File: config.mk
export PLATFORM = sky130hd
export DESIGN_NAME = eth_frame_rx
export DESIGN_NICKNAME = d
export VERILOG_FILES = /design/src/rtl/eth_rx_pkg.sv /design/src/rtl/dibit_byte_flip.sv /design/src/rtl/eth_frame_rx.sv
export SDC_FILE = /design/constraint.sdc
export NUM_CORES = 1
export LEC_CHECK = 0
export ABC_AREA = 1
export ABC_CLOCK_PERIOD_IN_PS = 3300
export CAP_MARGIN = 20
export CORE_UTILIZATION = 56
export DETAILED_ROUTE_END_ITERATION = 16
export PLACE_DENSITY_LB_ADDON = 0.08
export SLEW_MARGIN = 20
export SYNTH_ARGS = -nofsm -noshare
export SYNTH_HDL_FRONTEND = slang
export SYNTH_HIERARCHICAL = 1
export SYNTH_SLANG_ARGS = --single-unit
File: constraint.sdc
create_clock -name clk -period 3.3 [get_ports clk]
set_clock_uncertainty 0.05 [all_clocks]
set_input_delay 0.495 -clock clk [delete_from_list [all_inputs] [get_ports clk]]
set_output_delay 0.495 -clock clk [all_outputs]
set_load 0.05 [all_outputs]
File: src/rtl/eth_rx_pkg.sv
// Shared types and constants for the RMII receive front end.
// Purely declarative: no logic, no latency, no flow control.
package eth_rx_pkg;

  typedef enum logic [2:0] {
    S_IDLE,
    S_PREAMBLE,
    S_HEADER,
    S_PAYLOAD,
    S_DRAIN,
    S_DROP
  } state_t;

  localparam logic [1:0]  PREAMBLE_DIBIT = 2'b01;
  localparam logic [1:0]  SFD_DIBIT      = 2'b11;
  localparam int          HDR_DIBITS     = 56;
  localparam logic [47:0] BCAST_MAC      = 48'hFF_FF_FF_FF_FF_FF;
  localparam logic [15:0] ETHERTYPE_IPV4 = 16'h0800;

  // Header bytes are captured with byte 0 in the low byte; this puts a
  // station address (byte 0 = MSBs) into that same order for comparison.
  function automatic logic [47:0] mac_wire_order(input logic [47:0] mac);
    logic [47:0] w;
    w = '0;
    for (int b = 0; b < 6; b++) begin
      w[8*b +: 8] = mac[8*(5-b) +: 8];
    end
    return w;
  endfunction

endpackage

File: src/rtl/dibit_byte_flip.sv
// Collects 4 LSB-first dibits into a byte, then replays it MSB-first from a second register.
// Latency 4 cycles from first input dibit to first output dibit; no backpressure, flush drops a partial byte.
module dibit_byte_flip (
  input  logic       clk,
  input  logic       rst,
  input  logic       in_valid,
  input  logic [1:0] in_dibit,
  input  logic       flush,
  output logic       out_valid,
  output logic [1:0] out_dibit,
  output logic       empty
);

  logic [5:0] r_in_sr;
  logic [1:0] r_in_cnt;
  logic [7:0] r_out_sr;
  logic [2:0] r_out_cnt;
  logic       w_byte_done;

  // The 4th dibit is byte[7:6], so it goes straight into the output register.
  assign w_byte_done = in_valid && !flush && (r_in_cnt == 2'd3);

  always_ff @(posedge clk or posedge rst) begin
    if (rst) begin
      r_in_sr   <= '0;
      r_in_cnt  <= '0;
      r_out_sr  <= '0;
      r_out_cnt <= '0;
    end else begin
      if (flush) begin
        r_in_cnt <= '0;
      end else if (in_valid) begin
        r_in_cnt <= r_in_cnt + 2'd1;
        case (r_in_cnt)
          2'd0:    r_in_sr[1:0] <= in_dibit;
          2'd1:    r_in_sr[3:2] <= in_dibit;
          2'd2:    r_in_sr[5:4] <= in_dibit;
          default: ;
        endcase
      end

      if (w_byte_done) begin
        r_out_sr  <= {in_dibit, r_in_sr};
        r_out_cnt <= 3'd4;
      end else if (r_out_cnt != 3'd0) begin
        r_out_sr  <= {r_out_sr[5:0], 2'b00};
        r_out_cnt <= r_out_cnt - 3'd1;
      end
    end
  end

  assign empty     = (r_out_cnt == 3'd0);
  assign out_valid = !empty;
  assign out_dibit = out_valid ? r_out_sr[7:6] : 2'b00;

endmodule

File: src/rtl/eth_frame_rx.sv
// RMII RX: strips preamble/SFD and MAC header, qualifies EtherType (plus dst MAC when ETH_DST_FILTER_EN is defined).
// Payload out 4 cycles after its first input dibit; no backpressure, rejected frames are dropped with a frame_drop pulse.
module eth_frame_rx
  import eth_rx_pkg::*;
#(
  parameter logic [47:0] MAC_ADDR     = 48'h69_69_5A_06_54_91,
  parameter logic [15:0] ETHERTYPE    = ETHERTYPE_IPV4,
  parameter int unsigned PREAMBLE_MIN = 8
) (
  input  logic       clk,
  input  logic       rst,
  input  logic       axiiv,
  input  logic [1:0] axiid,
  output logic       axiov,
  output logic [1:0] axiod,
  output logic       frame_done,
  output logic       frame_drop
);

  localparam logic [4:0] PRE_MIN  = 5'(PREAMBLE_MIN);
  localparam logic [5:0] HDR_LAST = 6'(HDR_DIBITS - 1);

  state_t      r_state;
  state_t      w_state_nxt;
  logic [4:0]  r_pre_cnt;
  logic [4:0]  w_pre_cnt_nxt;
  logic [5:0]  r_hdr_cnt;
  logic [15:0] r_type_wire;
  logic [15:0] w_type_wire;
  logic [15:0] w_ethertype;
  logic        r_frame_drop;
  logic        w_drop_pulse;
  logic        w_type_ok;
  logic        w_dst_ok;
  logic        w_pay_vld;
  logic        w_flush;
  logic        w_empty;

  // Byte 12 is captured in the low byte; the last dibit of byte 13 is still on axiid.
  assign w_type_wire = {axiid, r_type_wire[13:0]};
  assign w_ethertype = {w_type_wire[7:0], w_type_wire[15:8]};
  assign w_type_ok   = (w_ethertype == ETHERTYPE);

`ifdef ETH_DST_FILTER_EN
  localparam logic [47:0] MAC_WIRE = mac_wire_order(MAC_ADDR);

  logic [47:0] r_dst_wire;

  always_ff @(posedge clk or posedge rst) begin
    if (rst) begin
      r_dst_wire <= '0;
    end else if (r_state == S_HEADER && axiiv && r_hdr_cnt < 6'd24) begin
      r_dst_wire[{r_hdr_cnt[4:0], 1'b0} +: 2] <= axiid;
    end
  end

  assign w_dst_ok = (r_dst_wire == MAC_WIRE) || (r_dst_wire == BCAST_MAC);
`else
  logic w_unused_mac;

  assign w_unused_mac = ^MAC_ADDR;
  assign w_dst_ok     = 1'b1;
`endif

  always_ff @(posedge clk or posedge rst) begin
    if (rst) begin
      r_state      <= S_IDLE;
      r_pre_cnt    <= '0;
      r_hdr_cnt    <= '0;
      r_type_wire  <= '0;
      r_frame_drop <= 1'b0;
    end else begin
      r_state      <= w_state_nxt;
      r_pre_cnt    <= w_pre_cnt_nxt;
      r_hdr_cnt    <= (r_state == S_HEADER && w_state_nxt == S_HEADER) ? r_hdr_cnt + 6'd1 : 6'd0;
      r_frame_drop <= w_drop_pulse;
      if (r_state == S_HEADER && axiiv && r_hdr_cnt[5:3] == 3'b110) begin
        r_type_wire[{r_hdr_cnt[2:0], 1'b0} +: 2] <= axiid;
      end
    end
  end

  always_comb begin
    w_state_nxt   = r_state;
    w_pre_cnt_nxt = r_pre_cnt;
    w_drop_pulse  = 1'b0;
    frame_done    = 1'b0;
    case (r_state)
      S_IDLE: begin
        if (axiiv) begin
          if (axiid == PREAMBLE_DIBIT) begin
            w_state_nxt   = S_PREAMBLE;
            w_pre_cnt_nxt = 5'd1;
          end else begin
            w_state_nxt  = S_DROP;
            w_drop_pulse = 1'b1;
          end
        end
      end
      S_PREAMBLE: begin
        if (!axiiv) begin
          w_state_nxt = S_IDLE;
        end else if (axiid == PREAMBLE_DIBIT) begin
          if (r_pre_cnt != 5'd31) begin
            w_pre_cnt_nxt = r_pre_cnt + 5'd1;
          end
        end else if (axiid == SFD_DIBIT && r_pre_cnt >= PRE_MIN) begin
          w_state_nxt = S_HEADER;
        end else begin
          w_state_nxt  = S_DROP;
          w_drop_pulse = 1'b1;
        end
      end
      S_HEADER: begin
        if (!axiiv) begin
          w_state_nxt  = S_IDLE;
          w_drop_pulse = 1'b1;
        end else if (r_hdr_cnt == HDR_LAST) begin
          if (w_type_ok && w_dst_ok) begin
            w_state_nxt = S_PAYLOAD;
          end else begin
            w_state_nxt  = S_DROP;
            w_drop_pulse = 1'b1;
          end
        end
      end
      S_PAYLOAD: begin
        if (!axiiv) begin
          w_state_nxt = S_DRAIN;
        end
      end
      S_DRAIN: begin
        // axiiv is deliberately ignored until the output register has drained.
        if (w_empty) begin
          w_state_nxt = S_IDLE;
          frame_done  = 1'b1;
        end
      end
      S_DROP: begin
        if (!axiiv) begin
          w_state_nxt = S_IDLE;
        end
      end
      default: begin
        w_state_nxt = S_IDLE;
      end
    endcase
  end

  assign w_pay_vld = (r_state == S_PAYLOAD) && axiiv;
  assign w_flush   = (r_state == S_PAYLOAD) && !axiiv;

  dibit_byte_flip u_flip (
    .clk       (clk),
    .rst       (rst),
    .in_valid  (w_pay_vld),
    .in_dibit  (axiid),
    .flush     (w_flush),
    .out_valid (axiov),
    .out_dibit (axiod),
    .empty     (w_empty)
  );

  assign frame_drop = r_frame_drop;

endmodule

# [Word-level counts from Yosys, hierarchy flattened]
# Cells that the tools add are included.
[op_classes] add_sub_neg=5 mul=0 div_mod_pow=0 n_lt_le_gt_ge=1 eq_ne=20 shifts=2 muxes=38 bitwise_logic=1 reduce_logical=22
[op_table] op="$mux W3" n=13
[op_table] op="$mux W5" n=5
[op_table] op="$pmux W3 S6" n=1
[op_table] op="$bwmux W16" n=1
[op_table] op="$eq A16 B12 Y1 const B" n=1
[op_table] op="$mux W8" n=2
[op_table] op="$shift A2 B6 Y16 const A" n=1
[op_table] op="$shiftx A2 B6 Y16" n=1
[op_table] op="$mux W1" n=10
[op_table] op="$ne A2 B2 Y1 const B" n=5
[op_table] op="$pmux W5 S2" n=1
[op_table] op="$eq A3 B2 Y1 const B" n=3
[op_table] op="$eq A3 B3 Y1 const B" n=3
[op_table] op="$reduce_and A3 Y1" n=3
[op_table] op="$logic_and A1 B1 Y1" n=8
[op_table] op="$add A6 B1 Y6 const B" n=1
[op_table] op="$eq A2 B2 Y1 const B" n=3
[op_table] op="$eq A6 B6 Y1 const B" n=1
[op_table] op="$logic_not A3 Y1" n=2
[op_table] op="$mux W2" n=3
[op_table] op="$mux W6" n=1
[op_table] op="$neg A4 Y6" n=1
[op_table] op="$reduce_and A6 Y1" n=1
[op_table] op="$reduce_bool A2 Y1" n=3
[op_table] op="12 further kinds" n=15
[totals] reg_bits=50 latchBits=0 ramBits=0 rom_bits=0 input_bits=5 output_inout_bits=5 elab_cells=100 mem_count=0

# [Logic depth before layout (Yosys ltp)]
# Gate-level depths: netlist of the first run.
[logic_depth] ltp_word=9 mapped_depth=10 ltp_nobuf=10

# [By module]
# The synthesis of the first run kept the hierarchy.
[by_module_without_submodules] mod="eth_frame_rx" instances=1 cells_per_inst=217 area_each_um2=1690.4
[by_module_without_submodules] mod="dibit_byte_flip" instances=1 cells_per_inst=127 area_each_um2=1074.8

# [Least setup slack after synthesis of the first run]
# OpenSTA, ideal clock, no wires.
[synth_path] kind="flip-flop to output port" from="reg u_flip.r_out_cnt[0]" to="out frame_done" arrival_ps=1637 required_ps=2755 setup_slack_ps=1118 path_stages_with_launch=8 path_buffers=1 path_cell_list="dfrtp_1 -> inv_1 -> ha_1 -> nand2_1 -> inv_1 -> buf_4 -> inv_1 -> nor2_1"
[synth_between] elab_chain_len=3
[synth_rtl] element="start, declared" line="dibit_byte_flip.sv:17" text="logic [2:0] r_out_cnt;"
[synth_rtl] element="start signal, assigned" line="dibit_byte_flip.sv:47" text="r_out_cnt <= r_out_cnt - 3'd1;"
[synth_rtl] element="$logic_not A3 Y1" line="dibit_byte_flip.sv:52" text="assign empty = (r_out_cnt == 3'd0);"
[synth_rtl] element="via w_empty" line="eth_frame_rx.sv:37" text="logic w_empty;"
[synth_rtl] element="$mux W1" line="eth_frame_rx.sv:134" text="if (w_empty) begin"
[synth_rtl] element="$mux W1" line="eth_frame_rx.sv:88" text="case (r_state)"
[synth_rtl] element="end, declared" line="eth_frame_rx.sv:16" text="output logic frame_done,"
# The timed path passes the listed nets, and every way through them passes these cells.

# [Final worst setup path of the first run]
# Same ends and word-level chain as after synthesis.

==> results.toml, run 1 <==
[global_routing]
grt_use_total_pct = 21.2
gr-total-overflow = 0
grt_pass1_vias = 1943
grt_pass1_wl_mm = 8.60
grt_max_degree = 30
antenna_found_initial = 0

[sta]
rsz0062_at_grt = "no"
fmax_ghz = 0.342
tns_ns = 0
slew_headroom_pct = 52.6
min_period_ns = 2.92
whs_ns = 0.445
slew_viol_final = 0
worst_pin_slew_ns = 0.710
setup_viol = 0
finalCritPeriodShare_pct = 88.5
hold_viol_final = 0

[placement]
hpwl_mm = 3.57
numPortBuffers = 9
gp_congestion = 0.865

[logic_synthesis]
async_reset_ff_share_pct = 100
yosysSeqAreaShare_pct = 43.4
synth.largest_area_cell = "dfrtp_1"
ys_ff_latch = 48
avgSynthCellArea_sq_um = 8.04
synth_cell_types = 30
ys.flop_type = "dfrtp_1"
synth_most_common_cell = "nand2_1"
syn_area_sq_mm = 0.00277
syn_nets = 360
synth_cells = 344
synthTopCellsByCount = "nand2_1, dfrtp_1, inv_1, nor2_1, o21ai_1"
yosysWarnings = 6
synth-edff-count = 0
netlist.area_leader.share_pct = 43.4
yosys-top-cells-area = "dfrtp_1, nand2_1, inv_1"

[route]
wl_mm = 4.91
routedWlPerCell_um = 11.6
ant_nets = 0
drtIter0Drc = 113
drc_errors = 0
avgViaCountPerCell = 5.01
vias = 2124
dr.pass1.iters = 4

[die]
initial_core_util_pct = 58.5
dieWidth_um = 72.3
core_sq_mm = 0.00472
die_area_sq_mm = 0.00522
die_h_um = 72.3
core.rowCount = 25
io_pins = 10

[worst_setup_path]
cp.required_ns = 2.75
r2r_cells = 7
worst_setup_path_start_kind = "flip-flop"
critical_path_class = "reg -> out"
cp-startpoint = "u_flip/r_out_cnt[0]$_DFFE_PP0P_"
r2r_start = "r_hdr_cnt[0]$_DFF_PP0_"
cp_max_fo = 13
crit_path_end_kind = "output port"
r2r_slack_ns = 1.40
reg2reg_to = "r_type_wire[0]$_DFFE_PP0P_"
arrival_ns = 2.38

[power]
ir_worst_vdd_v = 0.000247
p_leak_nw = 1.48
p_int_mw = 0.959
power.density_mw_per_mm2 = 445
p_sw_mw = 0.390
sequentialPowerShare_pct = 48.5
netSwitchingFraction_pct = 28.9
p_comb_share_pct = 17.5
p_clk_share_pct = 34.0

[clock_network]
cts_tree = "done"
cts_root_buffer = "clkbuf_8"
cts_max_level = 2
clock-sinks = 48
ctsHoldBuffers = 0
cts_resized = 0
insertion_delay_ns = 0.30
cts.clk_slew.worst_paths_ns = 0.09
post_cts_buffers = 0
clk_path_buf_depth = 2
numCtsBuffers = 5

[hold_path]
hold_class = "reg -> reg"
holdPathStages = 2
min_from = "u_flip/r_in_sr[1]$_DFFE_PP0P_"
min_to = "u_flip/r_in_sr[1]$_DFFE_PP0P_"

[cells_and_area]
multi_input_area_sq_mm = 0.00133
seq_area_sq_mm = 0.00120
fin_nets = 372
diodes = 0
layout-drive-gt1-share_pct = 14.8
fill_cells = 414
synthToLayoutAreaGrowth_pct = 9.64

[run_status]
outcome = "completed"

[flow_run]
cap_violations = 0
## worst max-delay path, cell delays in order (launching register included)
cell and delay (ns):
dfrtp_1 0.39, inv_1 0.09, ha_1 0.15, nand2_1 0.06, inv_1 0.38, inv_1 0.09
nor2_1 0.11, clkdlybuf4s50_1 0.80
## registers in the layout, summed over array words and instances, names as in the netlist
| register | flops |
|---|---|
| frame_drop | 1 |
| r_hdr_cnt | 6 |
| r_pre_cnt | 5 |
| r_state | 3 |
| r_type_wire | 14 |
| u_flip/r_in_cnt | 2 |
| u_flip/r_in_sr | 6 |
| u_flip/r_out_cnt | 3 |
| u_flip/r_out_sr | 8 |
## worst max-delay path by stage
stage | slack, ns | depth (start not counted) | end
6_report | 0.38 | 7 | frame_done
2_1_floorplan | 1.12 | 7 | frame_done
4_1_cts | 0.35 | 7 | frame_done
3_5_place_dp | 0.69 | 7 | frame_done
3_3_place_gp | 0.74 | 7 | frame_done
5_1_grt | 0.25 | 7 | frame_done
## metal layers
metal / track usage, % / wire (um)
met1: 27.3 / 2420
met4: 6.75 / 67
met5: 0 / 0
met3: 4.17 / 116
met2: 36.1 / 2300
## power groups by stage
| stage | Clock (mW) | Combinational [mW] | Sequential, mW |
|---|---|---|---|
| 6_report | 0.458 | 0.236 | 0.655 |
| 4_1_cts | 0.477 | 0.237 | 0.654 |
| 2_1_floorplan | 0 | 0.159 | 0.675 |
| 5_1_grt | 0.495 | 0.260 | 0.657 |
| 3_5_place_dp | 0 | 0.236 | 0.666 |
| 3_3_place_gp | 0 | 0.230 | 0.666 |
## cell type report
cell class	count	area share (%)
Multi-Input combinational cell	241	43.8
Sequential cell	48	39.6
Clock buffer	7	3.18
Tap cell	67	2.77
Inverter	48	5.94
Clock inverter	1	0.991
Timing Repair Buffer	12	3.71
## cells by family after synthesis
family	share of synthesized area (%)
adder cells (fa/ha/maj)	4.98
AND/OR/NAND/NOR	34.3
flip-flops	43.4
XOR/XNOR	1.27
buffers and inverters	8.55
AO/OA/AOI/OAI	7.51
## stage by stage
stage / cell area, sq um / cells / worst slack (ns) / power, mW / utilization, %
after global routing: 3030 / 424 / 0.247 / 1.41 / 64.2
final: 3030 / 424 / 0.378 / 1.35 / 64.2
after floorplan: 2770 / 344 / 1.12 / 0.834 / -
after global placement: 2910 / 416 / 0.738 / 0.896 / 61.5
after detailed placement: 2910 / 416 / 0.687 / 0.902 / 61.5
after CTS: 3030 / 424 / 0.345 / 1.37 / 64.2
## placed cells by master (no fill, tap or decap)
cell              n
nand2_1          88
dfrtp_1          48
inv_1            43
nor2_1           34
o21ai_1          27
nand4_1          14
nor2_2           11
ha_1             11
nand3_2          10
nand3_1           9
clkdlybuf4s50_1   9
clkbuf_8          7
a21oi_1           6
nand2_2           6
inv_2             5
nor3_1            4
nor2_4            3
o21ai_0           3
buf_4             3
nand2_4           2
nand3_4           2
o22ai_1           2
xnor2_1           2
xor2_1            2
nor2_8            1
nor4_1            1
and3_1            1
o2111ai_2         1
or2_2             1
bufinv_16         1
(Power assumes the default switching activity.)
==> inputs of run 2 (changes only) <==
--- a/config.mk
+++ b/config.mk
@@ -13,2 +13,3 @@
 export PLACE_DENSITY_LB_ADDON = 0.08
+export SKIP_CTS_REPAIR_TIMING = 1
 export SLEW_MARGIN = 20
==> constraint.sdc (replaced) <==
create_clock -name clk -period 3.3 [get_ports clk]
set_clock_uncertainty 0.05 [all_clocks]
set_input_delay 0.33 -clock clk [delete_from_list [all_inputs] [get_ports clk]]
set_output_delay 0.33 -clock clk [all_outputs]
set_load 0.05 [all_outputs]
==> results.toml, run 2 (synthesis results as in run 1) <==
[clock_network]
numCtsBuffers = 5
cts_tree = "done"
cts_root_buffer = "clkbuf_8"
clk_path_buf_depth = 2
cts_max_level = 2
clock-sinks = 48
insertion_delay_ns = 0.30
cts.clk_slew.worst_paths_ns = 0.09

[route]
avgViaCountPerCell = 5.04
highest_layer = "met4"
routedWlPerCell_um = 11.6
vias = 2137
wl_met2_mm = 2.28
routed-wl-met3_um = 129
wl_met1_mm = 2.45
wl_mm = 4.92
dr.pass1.iters = 4
ant_nets = 0
drc_errors = 0
drtIter0Drc = 100

[worst_setup_path]
cp.required_ns = 2.92
reg2reg_to = "r_type_wire[1]$_DFFE_PP0P_"
r2r_slack_ns = 1.36
crit_top_cell = "inv_1"
worst_setup_path_start_kind = "flip-flop"
r2r_cells = 7
cp-startpoint = "u_flip/r_out_cnt[0]$_DFFE_PP0P_"
r2r_start = "r_hdr_cnt[0]$_DFF_PP0_"
worst-path-buf-inv = 4
slowest_delay_ns = 0.80
arrival_ns = 2.36
crit_chain = "inv_1 -> ha_1 -> nand2_1 -> inv_1 -> inv_1 -> nor2_1 -> clkdlybuf4s50_1"
critPathSlowestCell = "clkdlybuf4s50_1"
critPathTopFamily = "buffers and inverters"
crit_path_end_kind = "output port"
cp_max_fo = 12
critical_path_class = "reg -> out"

[sta]
tns_ns = 0
setup_viol = 0
fmax_ghz = 0.364
rsz0062_at_grt = "no"
min_period_ns = 2.74
setup_slack_ns = 0.555
worst_pin_slew_ns = 0.722
hold_viol_final = 0
slew_viol_final = 0
finalCritPeriodShare_pct = 83.2
slew_headroom_pct = 51.8

[cells_and_area]
top_regs = "r_type_wire x14, u_flip/r_out_sr x8"
fin_nets = 372
mostFrequentLayoutCells = "nand2_1, dfrtp_1, inv_1"
diodes = 0
post-route-util_pct = 63.6
final_common_cell = "nand2_1"
multi_input_area_sq_mm = 0.00133
top_register = "r_type_wire"
layout-drive-gt1-share_pct = 14.8
largest_register_ffs = 14
seq_area_sq_mm = 0.00120
synthToLayoutAreaGrowth_pct = 8.60
fill_cells = 418

[die]
die_area_sq_mm = 0.00522
die_h_um = 72.3
io_pins = 10
core.rowCount = 25
initial_core_util_pct = 58.5
core_sq_mm = 0.00472
dieWidth_um = 72.3

[placement]
hpwl_mm = 3.59
numPortBuffers = 9
gp_congestion = 0.859
dpl_worst_slack_ns = 0.886

[global_routing]
grt_use_total_pct = 21.3
grt_max_degree = 30
grt_pass1_vias = 2000
gr-total-overflow = 0
antenna_found_initial = 0
grt_pass1_wl_mm = 8.71

[run_status]
outcome = "completed"

[power]
ir_worst_vdd_v = 0.000198
power.density_mw_per_mm2 = 419
p_leak_nw = 1.46
finalPower_mw = 1.26

[flow_run]
cap_violations = 0

[hold_path]
hold_class = "in -> async"
==> run 2: layer usage <==
layer | GRT usage (%) | vias up
li1 | - | 1122
met1 | 27.9 | 981
met2 | 35.8 | 29
met3 | 3.89 | 5
met4 | 6.54 | 0
met5 | 0 | -
==> run 2: area by class of cell <==
| cell class | count | share of cell area [%] |
|---|---|---|
| Multi-Input combinational cell | 241 | 44.2 |
| Timing Repair Buffer | 12 | 3.75 |
| Tap cell | 67 | 2.79 |
| Clock inverter | 2 | 0.500 |
| Clock buffer | 6 | 2.75 |
| Inverter | 48 | 6.00 |
| Sequential cell | 48 | 40.0 |
==> run 2: worst reg2reg max path: cells and delay by family, from the launching register on <==
kind | cells | cell delay, ns
fa+ha+maj | 2 | 0.61
simple gates | 3 | 0.57
flops | 1 | 0.43
buf+inv | 1 | 0.12
compound gates | 1 | 0.05
==> run 2: stage by stage <==
stage	hold WS (ns)	cells	area (sq um)
detailed placement	0.428	416	2910
CTS	0.390	424	3000
floorplan	0.231	344	2770
global placement	0.421	416	2910
finish	0.380	424	3000
global route	0.431	424	3000
==> run 2: worst max-delay path by stage <==
stage,slack [ns],endpoint,depth (start not counted)
after CTS,0.54,frame_done,7
final,0.56,frame_done,7
after global placement,0.95,frame_done,7
after global routing,0.34,frame_done,7
after floorplan,1.28,frame_done,7
after detailed placement,0.89,frame_done,7
==> run 2: power by group <==
group | switching, mW | total [mW] | internal (mW)
registers | 0.0394 | 0.656 | 0.616
clock network | 0.200 | 0.370 | 0.170
logic | 0.157 | 0.232 | 0.0751
==> inputs of run 3 (changes only) <==
ABC_CLOCK_PERIOD_IN_PS = 2850   (was 3300)
clock period = 2.85 ns   (was 3.3 ns; I/O delays follow)
==> results.toml, run 3 (synthesis results as in run 1) <==
[worst_setup_path]
crit_path_end_kind = "output port"
critical_path_class = "reg -> out"
r2r_start = "r_hdr_cnt[0]$_DFF_PP0_"
worst_setup_path_start_kind = "flip-flop"
crit_top_cell = "inv_1"
arrival_ns = 2.21
crit_chain = "inv_1 -> ha_1 -> nand2_1 -> inv_1 -> nor2_1 -> clkdlybuf4s50_1"
critPathSlowestCell = "clkdlybuf4s50_1"
cp_max_fo = 12
cp-startpoint = "u_flip/r_out_cnt[0]$_DFFE_PP0P_"
cp.required_ns = 2.52
slowest_delay_ns = 0.80

[power]
p_comb_share_pct = 17.8
finalPower_mw = 1.52
sequentialPowerShare_pct = 50.0
p_leak_nw = 1.47
p_sw_mw = 0.460
ir_worst_vdd_v = 0.000320
netSwitchingFraction_pct = 30.3
power.density_mw_per_mm2 = 504
p_clk_share_pct = 32.2
p_int_mw = 1.06

[sta]
worst_pin_slew_ns = 0.713
tns_ns = 0
fmax_ghz = 0.393
slew_headroom_pct = 52.4
finalCritPeriodShare_pct = 89.4
rsz0062_at_grt = "no"
setup_viol = 0
setup_slack_ns = 0.303
slew_viol_final = 0
min_period_ns = 2.55
hold_viol_final = 0

[cells_and_area]
diodes = 0
mostFrequentLayoutCells = "nand2_1, dfrtp_1, inv_1"
largest_register_ffs = 14
fill_cells = 400
post-route-util_pct = 63.8
multi_input_area_sq_mm = 0.00133
layout-drive-gt1-share_pct = 15.1
synthToLayoutAreaGrowth_pct = 9.00
seq_area_sq_mm = 0.00120
final_cell_area_sq_mm = 0.00301
fin_nets = 372
top_regs = "r_type_wire x14, u_flip/r_out_sr x8"
final_common_cell = "nand2_1"
top_register = "r_type_wire"

[clock_network]
cts_tree = "done"
clock-sinks = 48
clk_path_buf_depth = 2
cts.clk_slew.worst_paths_ns = 0.10
numCtsBuffers = 5
cts_max_level = 2
insertion_delay_ns = 0.30
cts_root_buffer = "clkbuf_8"

[placement]
dpl_worst_slack_ns = 0.607
hpwl_mm = 3.67
gp_congestion = 0.879
numPortBuffers = 9
post_dp_cell_area_sq_mm = 0.00290

[flow_run]
cap_violations = 0

[route]
drtIter0Drc = 85
ant_nets = 0
dr.pass1.iters = 4
avgViaCountPerCell = 4.94
wl_mm = 4.97
vias = 2093
drc_errors = 0
wl_met1_mm = 2.32
wl_met2_mm = 2.52
highest_layer = "met4"
routed-wl-met3_um = 104
routedWlPerCell_um = 11.7

[die]
dieWidth_um = 72.3
die_area_sq_mm = 0.00522
initial_core_util_pct = 58.5
io_pins = 10
die_h_um = 72.3
core.rowCount = 25
core_sq_mm = 0.00472

[hold_path]
hold_class = "in -> async"

[global_routing]
grt_max_degree = 30
gr-total-overflow = 0
grt_pass1_wl_mm = 8.83
antenna_found_initial = 0
grt_pass1_vias = 2067
grt_use_total_pct = 22.0

[run_status]
outcome = "completed"
run 3: layout make-up:
cell class	instances	area share (%)
Sequential cell	48	39.9
Clock inverter	3	1.41
Clock buffer	5	2.28
Timing Repair Buffer	12	3.65
Tap cell	67	2.78
Inverter	48	5.98
Multi-Input combinational cell	241	44.0
run 3: layer usage:
layer	vias up	GRT usage, %
li1	1118	-
met1	955	26.6
met2	18	38.8
met3	2	5.00
met4	0	6.97
met5	-	0
run 3: power groups by stage:
stage	registers, mW	logic [mW]	clock network [mW]
2_1_floorplan	0.781	0.185	0
3_3_place_gp	0.771	0.264	0
3_5_place_dp	0.773	0.272	0
4_1_cts	0.760	0.274	0.502
5_1_grt	0.764	0.308	0.528
6_report	0.760	0.271	0.489
run 3: through the flow:
stage	instances	hold slack, ns
after floorplan	344	0.186
after global placement	416	0.422
final	424	0.332
after detailed placement	416	0.428
after global routing	424	0.406
after CTS	424	0.337
run 3: critical path, delay by kind of cell, from the launching register on:
kind,cells,cell delay (ns)
buf+inv,3,0.99
flops,1,0.35
fa+ha+maj,1,0.20
simple gates,2,0.38
run 3: final timing paths:
check / to / slack [ns] / cells after the start
min in group clk: r_type_wire[4]$_DFFE_PP0P_ / 0.45 / 2
worst max-delay path: axiod[1] / 0.30 / 6
worst max register to register: r_type_wire[0]$_DFFE_PP0P_ / 0.97 / 7
worst min register to register: r_type_wire[4]$_DFFE_PP0P_ / 0.45 / 2
max in group asynchronous: u_flip/r_out_sr[2]$_DFFE_PP0P_ / 1.92 / 2
worst min-delay path: r_state[2]$_DFF_PP0_ / 0.33 / 3
